<file path="config.mk">
export PLATFORM = sky130hd
export DESIGN_NAME = pipeline_skid
export DESIGN_NICKNAME = d
export VERILOG_FILES = /design/src/rtl/pipeline_skid.sv
export SDC_FILE = /design/constraint.sdc
export NUM_CORES = 1
export LEC_CHECK = 0
export BUFFER_PORTS_ARGS = -buffer_cell sky130_fd_sc_hd__buf_2
export CAP_MARGIN = 20
export CORE_ASPECT_RATIO = 0.9
export CORE_UTILIZATION = 30
export CTS_BUF_LIST = sky130_fd_sc_hd__clkbuf_16
export DETAILED_ROUTE_END_ITERATION = 10
export PLACE_DENSITY = 0.54
export SLEW_MARGIN = 20
export SYNTH_ARGS = -nofsm -noshare
export SYNTH_HDL_FRONTEND = slang
export SYNTH_SLANG_ARGS = --single-unit
</file>
<file path="constraint.sdc">
create_clock -name clk_i -period 3.6 [get_ports clk_i]
set_input_delay 0.72 -clock clk_i [delete_from_list [all_inputs] [get_ports clk_i]]
set_output_delay 0.72 -clock clk_i [all_outputs]
set_load 0.01 [all_outputs]
</file>
<file path="src/rtl/pipeline_skid.sv">
// rtl/pipeline_skid.sv - two-entry registered skid buffer, fully registered in both directions
// Optional stall counter on stall_count_o when PIPELINE_SKID_STATS_EN is defined.
module pipeline_skid #(
  parameter int Width      = 32,
  parameter int CountWidth = 32
) (
  input  logic             clk_i,
  input  logic             rst_i,
  input  logic             flush_i,
  input  logic             wr_valid_i,
  input  logic [Width-1:0] wr_data_i,
  output logic             wr_ready_o,
  input  logic             rd_ready_i,
  output logic [Width-1:0] rd_data_o,
  output logic             rd_valid_o,
  output logic [1:0]       occ_o
`ifdef PIPELINE_SKID_STATS_EN
  ,
  output logic [CountWidth-1:0] stall_count_o
`endif
);

  // Encoding doubles as the occupancy count.
  typedef enum logic [1:0] {
    EMPTY = 2'd0,
    BUSY  = 2'd1,
    FULL  = 2'd2
  } state_t;

  state_t           state_q, state_d;
  logic             vld_q, rdy_q;
  logic [Width-1:0] main_q, skid_q;
  logic             wr_fire, rd_fire;
  logic             load_main, load_skid, main_from_skid;

  assign wr_fire = wr_valid_i && rdy_q;
  assign rd_fire = vld_q && rd_ready_i;

  always_comb begin
    state_d        = state_q;
    load_main      = 1'b0;
    load_skid      = 1'b0;
    main_from_skid = 1'b0;
    if (flush_i) begin
      state_d = EMPTY;
    end else begin
      case (state_q)
        EMPTY: begin
          if (wr_fire) begin
            state_d   = BUSY;
            load_main = 1'b1;
          end
        end
        BUSY: begin
          if (wr_fire && rd_fire) begin
            load_main = 1'b1;
          end else if (wr_fire) begin
            state_d   = FULL;
            load_skid = 1'b1;
          end else if (rd_fire) begin
            state_d = EMPTY;
          end
        end
        FULL: begin
          if (rd_fire) begin
            state_d        = BUSY;
            load_main      = 1'b1;
            main_from_skid = 1'b1;
          end
        end
        default: state_d = EMPTY;
      endcase
    end
  end

  // rdy_q stays low through reset and comes up on the first edge after release.
  always_ff @(posedge clk_i or posedge rst_i) begin
    if (rst_i) begin
      state_q <= EMPTY;
      vld_q   <= 1'b0;
      rdy_q   <= 1'b0;
    end else begin
      state_q <= state_d;
      vld_q   <= (state_d != EMPTY);
      rdy_q   <= (state_d != FULL);
    end
  end

  always_ff @(posedge clk_i) begin
    if (load_main) begin
      main_q <= main_from_skid ? skid_q : wr_data_i;
    end
    if (load_skid) begin
      skid_q <= wr_data_i;
    end
  end

  assign wr_ready_o = rdy_q;
  assign rd_valid_o = vld_q;
  assign rd_data_o  = main_q;
  assign occ_o      = state_q;

`ifdef PIPELINE_SKID_STATS_EN
  logic [CountWidth-1:0] stall_q;

  // Saturating count of cycles the downstream held off valid data; flush does not clear it.
  always_ff @(posedge clk_i or posedge rst_i) begin
    if (rst_i) begin
      stall_q <= '0;
    end else if (vld_q && !rd_ready_i && (stall_q != {CountWidth{1'b1}})) begin
      stall_q <= stall_q + CountWidth'(1);
    end
  end

  assign stall_count_o = stall_q;
`endif

endmodule

</file>
==> After elaboration in Yosys (flattened, before gate mapping) <==
Index checks and enable logic that the tools add are counted.
{ "totals": {"wordCells": 31, "regBits": 68, "out_inout_bits": 36} }
{ "op_classes": {"mux": 18, "eq_ne": 3, "reduce_logical": 5} }
{ "ops": {"columns": ["cell", "count"], "rows": [
  ["32-bit 2-to-1 mux", 1],
  ["2-bit 2-to-1 mux", 6],
  ["1-bit 2-to-1 mux", 9],
  ["2-bit one-hot mux with 3 select lines", 1],
  ["1-bit logical AND", 3],
  ["1-bit one-hot mux with 3 select lines", 1],
  ["2-bit by 1-bit == test with 1-bit output (second input constant)", 1],
  ["2-bit == test (second input constant)", 1],
  ["2-bit logical NOT", 1],
  ["2-bit != test (second input constant)", 1],
  ["2-bit nonzero test", 1]
]} }

==> Longest topological paths before layout <==
{ "depth": {"word_depth": 7, "depth_mapped": 4, "mapped_depth_nobuf": 3} }

==> Least setup slack after synthesis <==
Ideal clock, no wire load.
{ "synth_timing": {"path_type": "input -> register", "start": "input wr_valid_i", "end": "register main_q[0], in the netlist rd_data_o[0] (enable)", "n_path_buf": 0, "cell_stages": 3, "path_slack_ps": 541, "t_arrival_ps": 2628, "t_required_ps": 3168, "setup_time_ps": 432, "cell_sequence": "and3b_1 > nand3_1 > a21oi_1"} }
{ "synth_via": {"elab_chain_len": 5, "elab_cells_between_ends": 6, "cone_classes": "mux (4); reduce/logical (2)"} }
{ "synth_rtl": {"columns": ["element", "line_no", "rtl"], "rows": [
  ["start, declared", "10", "input logic wr_valid_i,"],
  ["1-bit logical AND (*)", "36", "assign wr_fire = wr_valid_i && rdy_q;"],
  ["1-bit logical AND", "55", "if (wr_fire && rd_fire) begin"],
  ["1-bit 2-to-1 mux", "55", null],
  ["1-bit one-hot mux with 3 select lines (*)", "47", "case (state_q)"],
  ["1-bit 2-to-1 mux (*)", "44", "if (flush_i) begin"],
  ["via load_main", "34", "logic load_main, load_skid, main_from_skid;"],
  ["end signal, assigned", "91", "main_q <= main_from_skid ? skid_q : wr_data_i;"],
  ["end, declared", "32", "logic [Width-1:0] main_q, skid_q;"]
]} }
Mark *: on every way through the listed nets, which the timed path passes. The rest lies on a longest branch.
A chain may end at the register's enable or synchronous reset.

==> Worst setup path in the final report <==
{ "layout_timing": {"start": "register state_q[1], in the netlist occ_o[1]", "end": "register skid_q[1] (enable)"} }
{ "layout_via": {"elab_chain_len": 3} }
{ "layout_rtl": {"columns": ["element", "line_no", "rtl"], "rows": [
  ["start, declared", "30", "state_t state_q, state_d;"],
  ["start signal, assigned", "83", "state_q <= state_d;"],
  ["2-bit by 1-bit == test with 1-bit output", "47", null],
  ["1-bit 2-to-1 mux", "47", null],
  ["1-bit 2-to-1 mux", "44", null],
  ["via load_skid", "34", null],
  ["end signal, assigned", "94", "skid_q <= wr_data_i;"],
  ["end, declared", "32", null]
]} }
The timed path passes the listed nets, and every way through them passes these cells.

==> metrics.md <==
| Metric | Value |
|---|---|
| DP HPWL | 3.020 mm |
| Total track usage | 0.1097 |
| Largest family of logic cells by synthesized area | multiplexers |
| Minimum clock period | 1.933 ns |
| Grt met2 use | 0.1771 |
| Num ports | 73 |
| PwrDens | 540.9 mW/mm2 |
| Slowest CP cell | dfrtp_1 |
| Layout cells sized above 1 | 0.5990 |
| DRC viols | 0 |
| WL/cell | 13.97 um |
| Crit end category | flop |
| Maxcap violations | 0 |
| Routed Antenna Nets | 0 |
| Clock tree buffer depth | 2 |
| GR peak layer | met2 |
| Initial DRC count | 36 |
| Leak | 1.219 nW |
| Max-slew violations | 0 |
| Worst Tran Pin Value | 0.4466 ns |
| Cell family contributing the most delay on the critical path | simple AND/OR/NAND/NOR gates |
| Post-cts resize count | 0 |
| Cts hold-fix bufs | 0 |
| Via Count | 1362 |
| Port bufs | 72 |
| Placeable Area | 0.008184 mm2 |
| Fin Setup TNS | 0 ns |
| Max VDD drop | 211.7 uV |
| Gate count of the mapped netlist | 123 |
| Clk_skew | 0.004316 ns |
| Synth Area in Simple Gates | 0.02971 |
| Worst slew margin | 0.7023 |
| GRT met3 Usage | 0.02411 |
| Mux cell area share after synthesis | 0.1442 |
| Starting Density | 0.3139 |
| Post-synthesis xor/xnor area fraction | 0 |
| Worst setup SP type | flop |
| Htree depth | 3 |
| Diode count | 0 |
| Synth Area in Compound Gates | 0.01997 |
| Final setup fails | 0 |
| Cell Rows | 31 |
| Die Width | between 90 and 100 um |
| Gp weighted congestion | 0.6680 |
| Vias in the first global route | ~1400 |
| Worst hold path class | in2async |
| Outcome | finished clean |
| Max Fanout on Critical Path | 20 |
| Ys Warns | 0 |
| Num CTS Buffers | 9 |
| Syn nets | 160 |
| Place WS | 1.332 ns |
| Final worst slack | 1.667 ns |
| FMAX | 517.5 MHz |
| Crit-path cells | and3b_1, nand3_1, nor2_4, buf_4 |
| Gr ovfl total | 0 |
| WP data required | 3.59 ns |
| Final hold violation count | 0 |
| CP peak stage delay | about 0.45 ns |
| Antenna violations before repair | 0 |
| Global-route wire length before repair | 7.148 mm |
| Drt first pass iters | 3 |
| TritonCTS clock tree | done |
| Postcts setup bufs | 0 |
| Crit path DAT | 1.93 ns |
| Power Total | 0.001794 W |
| Pin count of the biggest net entering global routing | 33 |
| Period utilisation layout | 0.5368 |
| Cell area after synthesis | 0.002569 mm2 |
| Layout net count | 241 |
| Critical path class | reg2reg |
| Die area | 0.008937 mm2 |
| #FFs+latches synth | 68 |
| Yosys cell types | 22 |
| Height of the chip | roughly 90 um |
| Clock sink total | 68 |
| M1 GR Usage | 0.1279 |
| Clk pin slew, worst setup/hold paths | 0.05 ns |
| Unrepaired setup endpoints after global routing | no |
| Clk root buf | clkbuf_16 |
| Syn Area/Cell | 20.88 um2 |
| Post-synthesis to final-layout area growth | 29.08% |
| Worst-Skew Late Latency | 0.32 ns |
| Final wirelength | 4.499 mm |
| CP bufs+invs | 1 |
| Drt via density | 4.230 |
| Synth Area in Adders | 0 |
| Sequential share of the synthesized area | 0.7871 |
-- placed cells by master (no fill, tap or decap), types with 2 or more instances in the layout --
cell type,synthesis,layout
clkbuf_16,0,9
edfxtp_1,64,64
buf_2,0,72
dfrtp_1,4,4
clkinv_1,0,3
clkinv_2,0,2
nand3_1,2,2
a211oi_1,2,2
mux2_2,32,32
buf_4,1,3
-- kinds of logic (layout without fill, tap and decap cells) --
kind of cell    after synthesis  after routing
compound gates                7              7
buf+inv                       6             90
flops                        68             68
mux                          33             33
simple gates                  9              9
-- cell type report --
type | count | area, um2
clock buffer | 9 | 225.2
clock inverter | 5 | 21.27
fill | 759 | 4868
inverter | 1 | 3.754
multi-input combinational | 49 | 516.7
sequential | 68 | 2022
tap | 115 | 143.9
timing repair buffer | 75 | 382.9
-- worst paths after layout --
check,slack [ns],start,to,cells past startpoint
min in group clk_i,0.54,skid_q[10]$_DFFE_PP_,rd_data_o[10]$_DFFE_PP_,1
min reg2reg,0.54,skid_q[10]$_DFFE_PP_,rd_data_o[10]$_DFFE_PP_,1
min,0.28,rst_i,wr_ready_o$_DFF_PP0_,2
max reg2reg,1.67,occ_o[1]$_DFF_PP0_,skid_q[1]$_DFFE_PP_,4
max,1.67,occ_o[1]$_DFF_PP0_,skid_q[1]$_DFFE_PP_,4
max in group asynchronous,3.16,rst_i,occ_o[1]$_DFF_PP0_,2
-- metrics by stage --
stage | hold slack [ns] | utilization | cells | instance area [um2]
floorplan | 0.4861 | - | 123 | 2569
global placement | 0.5282 | 0.3750 | 308 | 3069
detailed placement | 0.5314 | 0.3750 | 308 | 3069
CTS | 0.2736 | 0.4051 | 322 | 3316
global route | 0.2841 | 0.4051 | 322 | 3316
finish | 0.2815 | 0.4051 | 322 | 3316
-- per-layer routing --
metal / vias to the layer above / wire length [um]
met3: 9 / 155
li1: 655 / -
met4: 0 / 122
met2: 31 / 2352
met5: - / 0
met1: 667 / 1868
-- registers in the layout, summed over array words and instances (netlist names) --
signal      count
rd_valid_o      1
rd_data_o      32
skid_q         32
wr_ready_o      1
occ_o           2
-- power by group --
group,total (W),internal [W],switching (W)
sequential,0.000932,0.000916,0.0000158
combinational,0.000131,0.0000581,0.0000732
clock,0.000730,0.000447,0.000283
-- Yosys cell counts --
master,number,area [um2]
clkbuf_1,1,3.750
mux2_2,32,360.4
nor4bb_1,1,10.01
and3b_1,1,8.760
a211o_2,1,10.01
buf_4,1,7.510
and3_2,1,7.510
o21bai_1,1,7.510
buf_6,3,33.78
inv_1,1,3.750
nor2_1,1,3.750
mux2i_1,1,10.01
a221oi_1,1,8.760
edfxtp_1,64,1922
a21oi_1,1,5.000
nor4b_4,1,23.77
a211oi_1,2,15.01
dfrtp_1,4,100.1
nand3_1,2,10.01
o21ai_0,1,5.000
nand4_1,1,6.260
nand2_2,1,6.260
(Power assumes the default switching activity.)
